**src/rtl/led_fade_driver.sv**
```systemverilog
// led_fade_driver
//   Turns per-LED on/off requests from the register block into PWM pad drive
//   with a linear soft fade between 0% and 100% brightness.
//
//   Parameters
//     NUM_LEDS  number of LED channels
//     PWM_BITS  duty / PWM counter width (MAXD = 2**PWM_BITS-1)
//     PRESCALE  clk cycles per PWM counter step (>=1)
//     FADE_DIV  PWM periods per fade step (>=1)
//
//   Ports
//     clk      system clock
//     rst      asynchronous active-low reset
//     led_req  requested state per LED (1 = on)
//     fade_en  1 = fade towards target one duty step per fade step, 0 = snap
//     led_pad  registered PWM drive to pins (1 = lit)
//     busy     registered, 1 while any duty differs from its target
//
//   Build option
//     LED_FADE_GAMMA_EN  when defined, the PWM compare uses the square-law
//                        effective duty (duty*duty >> PWM_BITS).
module led_fade_driver #(
  parameter int unsigned NUM_LEDS = 8,
  parameter int unsigned PWM_BITS = 8,
  parameter int unsigned PRESCALE = 16,
  parameter int unsigned FADE_DIV = 4
) (
  input  logic                clk,
  input  logic                rst,
  input  logic [NUM_LEDS-1:0] led_req,
  input  logic                fade_en,
  output logic [NUM_LEDS-1:0] led_pad,
  output logic                busy
);

  localparam int unsigned PSC_W = (PRESCALE > 1) ? $clog2(PRESCALE) : 1;
  localparam int unsigned FAD_W = (FADE_DIV > 1) ? $clog2(FADE_DIV) : 1;

  localparam logic [PWM_BITS-1:0] MAXD      = '1;
  localparam logic [PSC_W-1:0]    PSC_LAST  = PSC_W'(PRESCALE - 1);
  localparam logic [FAD_W-1:0]    FADE_LAST = FAD_W'(FADE_DIV - 1);

  logic [PSC_W-1:0]                   presc_cnt;
  logic [PWM_BITS-1:0]                pwm_cnt;
  logic [FAD_W-1:0]                   fade_cnt;
  logic                               tick;
  logic                               wrap;
  logic                               step;
  logic [NUM_LEDS-1:0][PWM_BITS-1:0]  duty;
  logic [NUM_LEDS-1:0][PWM_BITS-1:0]  tgt;
  logic [NUM_LEDS-1:0]                lit;
  logic [NUM_LEDS-1:0]                mismatch;
`ifdef LED_FADE_GAMMA_EN
  logic [2*PWM_BITS-1:0]              prod;
  logic [PWM_BITS-1:0]                eff;
`endif

  // With PRESCALE==1 the prescaler is pinned at 0 == PSC_LAST, so tick is
  // asserted every cycle.
  always_comb begin
    tick = (presc_cnt == PSC_LAST);
    wrap = tick && (pwm_cnt == MAXD);
    step = wrap && (fade_cnt == FADE_LAST);
  end

  always_comb begin
    tgt      = '0;
    lit      = '0;
    mismatch = '0;
`ifdef LED_FADE_GAMMA_EN
    prod     = '0;
    eff      = '0;
`endif
    for (int unsigned i = 0; i < NUM_LEDS; i++) begin
      tgt[i]      = led_req[i] ? MAXD : '0;
      mismatch[i] = (duty[i] != tgt[i]);
`ifdef LED_FADE_GAMMA_EN
      prod   = {{PWM_BITS{1'b0}}, duty[i]} * {{PWM_BITS{1'b0}}, duty[i]};
      eff    = prod[2*PWM_BITS-1:PWM_BITS];
      lit[i] = (duty[i] == MAXD) || (eff > pwm_cnt);
`else
      // MAXD is forced lit so full brightness has no dark slot at pwm_cnt==MAXD.
      lit[i] = (duty[i] == MAXD) || (duty[i] > pwm_cnt);
`endif
    end
  end

  always_ff @(posedge clk or negedge rst) begin
    if (!rst) begin
      presc_cnt <= '0;
      pwm_cnt   <= '0;
      fade_cnt  <= '0;
      duty      <= '0;
      led_pad   <= '0;
      busy      <= 1'b0;
    end else begin
      presc_cnt <= tick ? '0 : presc_cnt + 1'b1;
      if (tick) begin
        pwm_cnt <= pwm_cnt + 1'b1;
      end
      if (wrap) begin
        fade_cnt <= step ? '0 : fade_cnt + 1'b1;
      end
      for (int unsigned i = 0; i < NUM_LEDS; i++) begin
        if (!fade_en) begin
          duty[i] <= tgt[i];
        end else if (step) begin
          if (duty[i] < tgt[i]) begin
            duty[i] <= duty[i] + 1'b1;
          end else if (duty[i] > tgt[i]) begin
            duty[i] <= duty[i] - 1'b1;
          end
        end
      end
      led_pad <= lit;
      busy    <= |mismatch;
    end
  end

endmodule

```
**config.mk**
```make
export PLATFORM = sky130hd
export DESIGN_NAME = led_fade_driver
export DESIGN_NICKNAME = d
export VERILOG_FILES = /design/src/rtl/led_fade_driver.sv
export SDC_FILE = /design/constraint.sdc
export NUM_CORES = 1
export LEC_CHECK = 0
export CAP_MARGIN = 10
export CORE_MARGIN = 4
export CORE_UTILIZATION = 55
export CTS_CLUSTER_DIAMETER = 100
export DETAILED_ROUTE_END_ITERATION = 8
export PLACE_DENSITY_LB_ADDON = 0.12
export SLEW_MARGIN = 20
export SYNTH_ARGS = -nofsm -noshare
export SYNTH_HDL_FRONTEND = slang
export SYNTH_SLANG_ARGS = --single-unit
```
**constraint.sdc**
```tcl
create_clock -name clk -period 4.05 [get_ports clk]
set_input_delay 0.405 -clock clk [delete_from_list [all_inputs] [get_ports clk]]
set_output_delay 0.405 -clock clk [all_outputs]
set_load 0.01 [all_outputs]
```
-- Word level (Yosys, flattened, before mapping)
Index checks and enable logic that the tools add are counted.
- logic and storage cells: 145
- bits of input ports: 11
- register bits: 87
- output and inout bits: 9
- add/sub/neg operators: 19
- multiplexer cells: 42
- reductions and logical operators: 19
- equal/unequal tests: 28
- order comparisons: 24
- operators by type and width (operator ; number):
    8-bit two-way mux ; 40
    8-bit > comparator ; 16
    8-bit by 1-bit adder with 8-bit output (second input constant) ; 9
    8-bit == test (second input constant) ; 9
    8-bit less-than comparator ; 8
    8-bit inequality test ; 8
    8-bit by 1-bit subtractor with 8-bit output (second input constant) ; 8
    3-bit by 1-bit inequality test with 1-bit output (second input constant) ; 8
    2-bit AND reduction ; 8
    1-bit logical OR ; 8
    8-bit OR reduction ; 1
    4-bit by 1-bit adder with 4-bit output (second input constant) ; 1
    4-bit == test (second input constant) ; 1
    4-bit two-way mux ; 1
    2-bit by 1-bit adder with 2-bit output (second input constant) ; 1
    2-bit == test (second input constant) ; 1
    1-bit logical AND ; 2
    2-bit two-way mux ; 1
    2-bit by 1-bit inequality test with 1-bit output (second input constant) ; 1

-- Logic depth before layout (Yosys ltp)
Gate-level depths: netlist (run 1).
- depth in word-level cells: 6
- mapped depth: 13
- depth with buffers taken out: 13

-- Least setup slack after synthesis (run 1)
No wires, ideal clock.
- path type: input -> register
- start: in led_req[0]
- end: reg duty[7] (netlist name)
- cell stages on the path: 13
- data arrival time: 3327 ps
- path slack: 584 ps
- path buffers: 0
- setup time: 139 ps
- required time: 3911 ps
- cell sequence: inv_1 > ha_1 > nor2b_1 > o211ai_1 > a21oi_1 > or2_2 > ha_1 > a21oi_1 > o211ai_1 > o41ai_1 > nor3_1 > o2111a_1 > or4_1
- word-level cells in the longest chain between the ends: 5
- elaborated cells on any way between the ends: 8
- those cells by class: order compare: 2; eq/ne: 1; mux: 4; reduce/logical: 1
- RTL lines (item ; line ; RTL):
    from (decl) ; 30 ; input logic [NUM_LEDS-1:0] led_req,
    8-bit two-way mux (*) ; 75 ; tgt[i] = led_req[i] ? MAXD : '0;
    8-bit less-than comparator ; 108 ; if (duty[i] < tgt[i]) begin
    8-bit two-way mux ; 108 ;
    8-bit two-way mux ; 107 ; end else if (step) begin
    8-bit two-way mux ; 105 ; if (!fade_en) begin
    to (signal, indexed assignment) ; 106 ; duty[i] <= tgt[i];
    to (signal, indexed assignment) ; 109 ; duty[i] <= duty[i] + 1'b1;
    to (signal, indexed assignment) ; 111 ; duty[i] <= duty[i] - 1'b1;
    to (decl) ; 49 ; logic [NUM_LEDS-1:0][PWM_BITS-1:0] duty;
Every way passes the cells marked *; elsewhere a longest branch is shown, timed or not. The select of a mux whose other input is x is not followed.
A chain may end at the register's enable or synchronous reset.

-- Worst setup path after layout (run 1)
Same ends and word-level chain as after synthesis.

==> results.py, run 1 <==
metrics = {
    "status": {
        "outcome": "finished clean",
    },
    "synth": {
        "ys_ff_latch": 87,
        "synth_area_per_cell_um2": 8.66,
        "synth_area_leaders": "ha_1, dfrtp_1, a21oi_1",
        "post-synth-top-count-cell": "ha_1",
        "synth_top_family_by_area": "adder cells",
        "syn_area_um2": 9030,
        "synthesis.instances": 1043,
        "synthDistinctLibCells": 60,
        "syn_nets": 1249,
        "synthAdderAreaFrac_pct": 27.7,
        "yosys.area_share.simple_pct": 18.1,
        "yosysSeqAreaShare_pct": 24.1,
        "async_flop_share_pct": 100,
        "synthFlopType": "dfrtp_1",
        "synth_warnings": 0,
        "yosysTopAreaCellShare_pct": 25.9,
        "synth_mux_area_share_pct": 1.36,
        "synth_edf_count": 0,
        "yosys-top-cells-count": "ha_1, a21oi_1, dfrtp_1",
        "synth_compound_area_share_pct": 21.3,
        "yosys.area.top_type": "ha_1",
        "synth-xor-area-share_pct": 3.88,
    },
    "cells_and_area": {
        "layout-drive-gt1-share_pct": 7.86,
        "num_antenna_cells": 0,
        "final_cell_area_um2": 10000,
        "final_core_util_pct": 62.5,
        "post_layout_nonfiller_instances": 1310,
        "area_growth_pct": 10.8,
        "nets": 1295,
    },
    "detailed_routing": {
        "ant_nets": 0,
        "routed_wirelength_um": 21700,
        "drt_iter0_markers": 389,
        "dr.pass1.iters": 5,
        "num_vias": 7908,
        "route.detailed.drc": 0,
        "wire_per_inst_um": 16.5,
        "vias_per_cell": 6.04,
    },
    "floorplan": {
        "die-area_um2": 18500,
        "die_x_um": 136,
        "ios": 20,
        "start_util_pct": 56.5,
        "rows": 46,
        "core_um2": 16000,
        "dieHeight_um": 136,
    },
    "critical_path": {
        "worst_r2r_path_depth": 12,
        "r2r-end": "duty[7]",
        "r2r-start": "duty[1]",
        "critPathLaunchType": "primary input",
        "critical_path_arrival_ps": 3980,
        "rrSetupSlack_ps": 530,
        "worstSetupEndpointType": "flip-flop",
        "critPathMaxFanout": 6,
        "critPathRequiredTime_ps": 4270,
        "path_class": "primary input to flip-flop",
    },
    "sta": {
        "fmax_ghz": 0.266,
        "fin_crit_sh_pct": 92.9,
        "fin_tns_setup_ps": 0,
        "clock_skew_ps": 8.81,
        "drv_slew": 0,
        "period_minus_slack_ps": 3760,
        "slew_headroom_pct": 47.0,
        "finalHoldViolCount": 0,
        "finalSetupViolCount": 0,
        "tightest_slew_ps": 792,
        "rsz0062_at_grt": "false",
    },
    "grt": {
        "track_usage_pct": 24.7,
        "grt_max_degree": 58,
        "grt_pass1_wl_um": 37200,
        "antenna_found_initial": 1,
        "grt_overflow_total": 0,
        "grt_pass1_vias": 7631,
    },
    "clock_network": {
        "clkTransAtPathRegs_ps": 60,
        "cts_tree": "built",
        "insertion_delay_ps": 350,
        "cts_setup_buffers": 0,
        "htree_levels": 3,
        "clk_path_buf_depth": 2,
        "clockRootBuffer": "clkbuf_16",
        "clock_sinks": 87,
        "numCtsBuffers": 9,
        "postCtsHoldBufs": 0,
    },
    "placed_design": {
        "routabilityCongestion": 0.849,
        "hpwl_um": 15800,
        "place_inst": 1294,
        "place_area_um2": 9670,
        "io_buffers": 19,
    },
    "hold_path": {
        "min_path_type": "primary input to asynchronous set/reset pin",
    },
    "pwr": {
        "powerDensity_nw_per_um2": 855,
        "leakage_nw": 4.52,
        "vdd_drop_max_uv": 505,
    },
    "job": {
        "cap_violations": 0,
    },
}
per-layer routing:
layer,vias up,track usage [%],part of all wire [%]
met3,23,3.92,3.3
met1,3746,34.1,48
met5,-,0,0.032
li1,4010,-,-
met2,127,41.2,47
met4,2,5.26,1.2
state kept, by name, summed over array words and instances (netlist names):
signal     cells
pwm_cnt        8
presc_cnt      4
fade_cnt       2
duty          64
led_pad        8
busy           1
worst max-delay path, stage by stage:
cell and delay (ps):
clkdlybuf4s50_1 470, inv_1 80, ha_1 330, nor2b_1 150, o211ai_1 190, a21oi_1 110, or2_2 370, ha_1 290
a21oi_1 190, o211ai_1 140, o41ai_1 380, nor3_1 110, o2111a_1 250, or4_1 490
timing repair:
item                       in CTS  in global routing
setup endpoints to repair       0                  1
hold endpoints to repair        0                  0
resized for setup               0                  1
worst max-delay path by stage:
stage	end	slack, ps	startpoint
final	duty[7]	290	led_req[0]
after global routing	duty[7]	70	led_req[0]
after CTS	duty[7]	310	led_req[0]
after detailed placement	duty[7]	-40	led_req[0]
after global placement	duty[23]	40	led_req[2]
after floorplan	duty[7]	580	led_req[0]
cell families after synthesis:
logic type,after synthesis
AOI/OAI and AO/OA,310
xor gates and xnor gates,40
adders and majority gates,195
buffers and inverters,80
DFF,87
muxes,11
and+or+nand+nor,320
placed cells by master, fill, tap and decap left out, types with 33 or more instances in the layout:
| cell | instances |
|---|---|
| dfrtp_1 | 87 |
| nor2_1 | 83 |
| inv_1 | 57 |
| nor3_1 | 35 |
| nand3_1 | 33 |
| buf_4 | 41 |
| a21oi_1 | 155 |
| nand2_1 | 56 |
| ha_1 | 187 |
| o21ai_0 | 46 |
| nand4_1 | 43 |
stage by stage:
step                hold WS (ps)  worst slack, ps  total power [mW]
floorplan                    109              584              6.18
global placement             480             41.2              7.41
detailed placement           488            -38.2              7.56
CTS                          159              306              8.55
global route                 194             72.7              9.55
finish                       111              287              8.55
final cells by class:
cell class                      count  area, µm²
Timing Repair Buffer               58        478
Clock inverter                      3       65.1
Sequential cell                    87       2180
Fill cell                        1420       5990
Multi-Input combinational cell    876       6540
Clock buffer                       13        260
Tap cell                          216        270
Inverter                           57        214
power by group:
group          leakage, nW  internal [mW]  switching (mW)  total [mW]
clock                0.160          0.574           0.359       0.934
combinational         3.35           2.86            3.03        5.89
sequential            1.02           1.20           0.530        1.72
Note: power is estimated with default switching activity, not from simulation.
==> run 2, diff against run 1 <==
- MAX_ROUTING_LAYER: not set -> met4
==> results.py, run 2 (synthesized netlist as in run 1, its figures left out) <==
metrics = {
    "floorplan": {
        "core_um2": 16000,
        "rows": 46,
        "dieHeight_um": 136,
        "start_util_pct": 56.5,
        "die_x_um": 136,
        "die-area_um2": 18500,
        "ios": 20,
    },
    "critical_path": {
        "critPathLaunchType": "primary input",
        "cp_slowest_cell": "or4_1",
        "cp_slowest_stage_delay_ps": 490,
        "critical_path_arrival_ps": 3980,
        "critPathRequiredTime_ps": 4270,
        "worstSetupEndpointType": "flip-flop",
        "worstPathCellList": "clkdlybuf4s50_1, inv_1, ha_1, nor2b_1, o211ai_1, a21oi_1, or2_2, ha_1, a21oi_1, o211ai_1, o41ai_1, nor3_1, o2111a_1, or4_1",
        "path_class": "primary input to flip-flop",
        "critPathMaxFanout": 6,
    },
    "grt": {
        "grt_pass1_wl_um": 37200,
        "grt_max_degree": 58,
        "antenna_found_initial": 1,
        "grt_overflow_total": 0,
        "track_usage_pct": 25.5,
        "grt_pass1_vias": 7623,
    },
    "detailed_routing": {
        "ant_nets": 0,
        "dr.pass1.iters": 4,
        "routed_wirelength_um": 21700,
        "met3_length_um": 782,
        "wl_met2_um": 10300,
        "vias_per_cell": 6.04,
        "drt_iter0_markers": 399,
        "wire_per_inst_um": 16.6,
        "num_vias": 7916,
        "top_layer": "met4",
        "drt-met1-wl_um": 10400,
        "route.detailed.drc": 0,
    },
    "clock_network": {
        "numCtsBuffers": 9,
        "clockRootBuffer": "clkbuf_16",
        "cts_tree": "built",
        "clk_path_buf_depth": 2,
        "clock_sinks": 87,
        "clkTransAtPathRegs_ps": 60,
        "htree_levels": 3,
        "insertion_delay_ps": 350,
    },
    "sta": {
        "drv_slew": 0,
        "finalSetupViolCount": 0,
        "fin_tns_setup_ps": 0,
        "tightest_slew_ps": 782,
        "rsz0062_at_grt": "false",
        "fmax_ghz": 0.266,
        "finalHoldViolCount": 0,
        "period_minus_slack_ps": 3770,
        "clock_skew_ps": 8.64,
        "slew_headroom_pct": 47.7,
        "fin_crit_sh_pct": 93.0,
    },
    "cells_and_area": {
        "largest_reg_flops": 64,
        "final_cell_area_um2": 10000,
        "mostFrequentLayoutCells": "ha_1, a21oi_1, dfrtp_1",
        "largestRegisters": "duty (64), led_pad (8), pwm_cnt (8)",
        "layout-drive-gt1-share_pct": 7.86,
        "regMostFlops": "duty",
        "area_growth_pct": 10.8,
        "nets": 1295,
        "layout_commonest_cell": "ha_1",
        "post_layout_nonfiller_instances": 1311,
    },
    "placed_design": {
        "place_inst": 1294,
        "place_area_um2": 9670,
        "hpwl_um": 15800,
        "io_buffers": 19,
        "routabilityCongestion": 0.867,
    },
    "hold_path": {
        "min_path_type": "primary input to asynchronous set/reset pin",
    },
    "pwr": {
        "powerDensity_nw_per_um2": 854,
        "leakage_nw": 4.52,
        "vdd_drop_max_uv": 506,
    },
    "status": {
        "outcome": "finished clean",
    },
    "job": {
        "cap_violations": 0,
    },
}
==> run 2: cell count changes in the layout (fill, tap and decap cells not counted) <==
cell,change
diode_2,+1
==> run 2: area by class of cell <==
class | instances | area [µm²]
Tap cell | 216 | 270
Inverter | 57 | 214
Sequential cell | 87 | 2180
Clock buffer | 13 | 260
Multi-Input combinational cell | 876 | 6540
Clock inverter | 3 | 65.1
Fill cell | 1421 | 5990
Antenna cell | 1 | 2.50
Timing Repair Buffer | 58 | 478
==> run 2: stage by stage <==
stage | worst slack [ps] | power (mW) | util (%) | hold WS, ps
6_report | 285 | 8.55 | 62.6 | 112
5_1_grt | 76.5 | 9.55 | 62.6 | 190
4_1_cts | 306 | 8.55 | 62.5 | 159
3_5_place_dp | -38.2 | 7.56 | 60.5 | 488
3_3_place_gp | 41.2 | 7.41 | 60.5 | 480
2_1_floorplan | 584 | 6.18 | - | 109
==> run 2: where the power goes <==
group          switching [mW]  internal [mW]
Combinational            3.04           2.86
Sequential              0.531           1.20
Clock                   0.357          0.574
Total                    3.93           4.63
==> run 2: repair_timing <==
action,CTS,global route
hold buffers,0,0
setup endpoints to repair,0,1
buffers inserted,0,0
gates resized for setup,0,1
==> run 2: path summary, 6_finish.rpt <==
kind	start	endpoint	slack, ps	cells past startpoint
setup / recovery	led_req[0]	duty[7]	280	14
min in group clk	presc_cnt[0]	presc_cnt[0]	500	1
max in group asynchronous	rst	duty[43]	3020	2
setup reg to reg	duty[1]	duty[7]	530	12
hold reg to reg	presc_cnt[0]	presc_cnt[0]	500	1
hold / removal	rst	duty[14]	110	1
==> run 2: worst max-delay path: cells and delay by family <==
family,cells,cell delay (ps)
fa+ha+maj,2,620
simple gates,4,1120
buf+inv,2,550
compound gates,6,1260
==> run 2: routing by layer <==
metal / GRT usage (%) / vias up
met5: - / -
li1: - / 4013
met1: 34.1 / 3756
met3: 4.37 / 21
met2: 41.2 / 126
met4: 4.93 / 0
==> run 3, diff against run 2 <==
- PLACE_DENSITY: not set -> 0.72
- PLACE_DENSITY_LB_ADDON: 0.12 -> not set
- clock period: 4.05 -> 4 ns (I/O delays scaled with it)
==> results.py, run 3 (synthesized netlist as in run 1, its figures left out) <==
metrics = {
    "critical_path": {
        "critical_path_arrival_ps": 3920,
        "worstSetupEndpointType": "flip-flop",
        "critPathMaxFanout": 6,
        "r2r-start": "duty[17]",
        "critPathLaunchType": "primary input",
        "worst_r2r_path_depth": 13,
        "r2r-end": "duty[23]",
        "critPathRequiredTime_ps": 4220,
        "path_class": "primary input to flip-flop",
        "rrSetupSlack_ps": 490,
    },
    "detailed_routing": {
        "dr.pass1.iters": 5,
        "num_vias": 7970,
        "ant_nets": 0,
        "route.detailed.drc": 0,
        "vias_per_cell": 6.02,
        "routed_wirelength_um": 20900,
        "wire_per_inst_um": 15.8,
        "drt_iter0_markers": 407,
    },
    "hold_path": {
        "min_path_type": "primary input to asynchronous set/reset pin",
    },
    "clock_network": {
        "insertion_delay_ps": 350,
        "clk_path_buf_depth": 2,
        "clock_sinks": 87,
        "cts_tree": "built",
        "htree_levels": 3,
        "numCtsBuffers": 9,
        "clockRootBuffer": "clkbuf_16",
        "clkTransAtPathRegs_ps": 60,
        "postCtsHoldBufs": 0,
    },
    "pwr": {
        "p_sw_share_pct": 46.0,
        "combPwrFrac_pct": 70.6,
        "power_frac_clock_pct": 9.5,
        "p_int_mw": 4.66,
        "vdd_drop_max_uv": 420,
        "powerDensity_nw_per_um2": 857,
        "power.total_mw": 8.63,
        "power_frac_seq_pct": 19.9,
        "switchingPower_mw": 3.97,
        "leakage_nw": 4.57,
    },
    "job": {
        "cap_violations": 0,
    },
    "sta": {
        "hold_slack_ps": 191,
        "period_minus_slack_ps": 3700,
        "clock_skew_ps": 3.46,
        "fin_crit_sh_pct": 92.5,
        "finalSetupViolCount": 0,
        "drv_slew": 0,
        "fmax_ghz": 0.270,
        "rsz0062_at_grt": "false",
        "slew_headroom_pct": 37.8,
        "fin_tns_setup_ps": 0,
        "finalHoldViolCount": 0,
        "tightest_slew_ps": 933,
        "worst_slack_ps": 299,
    },
    "floorplan": {
        "rows": 46,
        "dieHeight_um": 136,
        "die_x_um": 136,
        "die-area_um2": 18500,
        "ios": 20,
        "core_um2": 16000,
        "start_util_pct": 56.5,
    },
    "placed_design": {
        "io_buffers": 19,
        "hpwl_um": 15300,
        "routabilityCongestion": 0.895,
        "dp_worst_setup_slack_ps": -80.5,
        "place_inst": 1307,
        "place_area_um2": 9780,
    },
    "cells_and_area": {
        "regMostFlops": "duty",
        "nets": 1308,
        "mostFrequentLayoutCells": "ha_1, a21oi_1, dfrtp_1",
        "area_growth_pct": 11.5,
        "layout-drive-gt1-share_pct": 9.03,
        "num_antenna_cells": 0,
        "final_core_util_pct": 62.9,
        "largest_reg_flops": 64,
        "final_cell_area_um2": 10100,
        "post_layout_nonfiller_instances": 1323,
        "largestRegisters": "duty (64), led_pad (8), pwm_cnt (8)",
        "fillers": 1466,
        "layout_commonest_cell": "ha_1",
    },
    "status": {
        "outcome": "finished clean",
    },
    "grt": {
        "grt_pass1_vias": 7642,
        "grt_overflow_total": 0,
        "track_usage_pct": 24.7,
        "grt_max_degree": 102,
        "antenna_found_initial": 0,
        "grt_pass1_wl_um": 36500,
    },
}
[run 3: cell types whose count changed in the layout (fill, tap and decap cells not counted), sizes merged]
cell / change
buf: +13
clkinv: +3
bufinv: -2
clkbuf: -1
diode: -1
[run 3: worst max-delay path by stage]
stage / to / cells past startpoint / start
2_1_floorplan: duty[7] / 13 / led_req[0]
3_3_place_gp: duty[23] / 15 / led_req[2]
3_5_place_dp: duty[7] / 14 / led_req[0]
4_1_cts: duty[7] / 14 / led_req[0]
5_1_grt: duty[55] / 15 / led_req[6]
6_report: duty[23] / 15 / led_req[2]
[run 3: repair_timing]
action	in CTS	in global routing
endpoints found under the hold margin	0	0
setup buffers	0	0
resized for setup	0	1
setup endpoints to repair	0	1
[run 3: layer usage]
metal / vias up / share of wire, % / global-route usage [%]
met2: 93 / 48 / 40.2
met4: 0 / 0.86 / 5.10
met1: 3810 / 48 / 32.8
met5: - / 0 / -
li1: 4048 / - / -
met3: 19 / 3.1 / 4.07
[run 3: final cells by class]
class	count	area (µm²)	share of cell area, %
Clock buffer	12	256	2.55
Clock inverter	4	20.0	0.199
Inverter	57	214	2.13
Multi-Input combinational cell	876	6540	65.0
Sequential cell	87	2180	21.6
Tap cell	216	270	2.68
Timing Repair Buffer	71	588	5.84
[run 3: worst max-delay path: stages]
cell and delay [ps]:
clkdlybuf4s50_1 520, inv_1 110, ha_1 330, nor2b_1 140
o211ai_1 210, a21oi_1 130, or2_2 390, ha_1 300
a21oi_1 170, o211ai_1 150, o41ai_1 260, buf_4 180
nor3_1 50, or2_2 280, o311ai_0 320
[run 3: power groups by stage]
stage / clock network, mW / registers, mW / logic, mW
2_1_floorplan: 0 / 1.59 / 4.67
3_3_place_gp: 0 / 1.73 / 5.87
3_5_place_dp: 0 / 1.73 / 6.02
4_1_cts: 0.839 / 1.71 / 6.07
5_1_grt: 0.874 / 1.78 / 7.00
6_report: 0.819 / 1.72 / 6.09
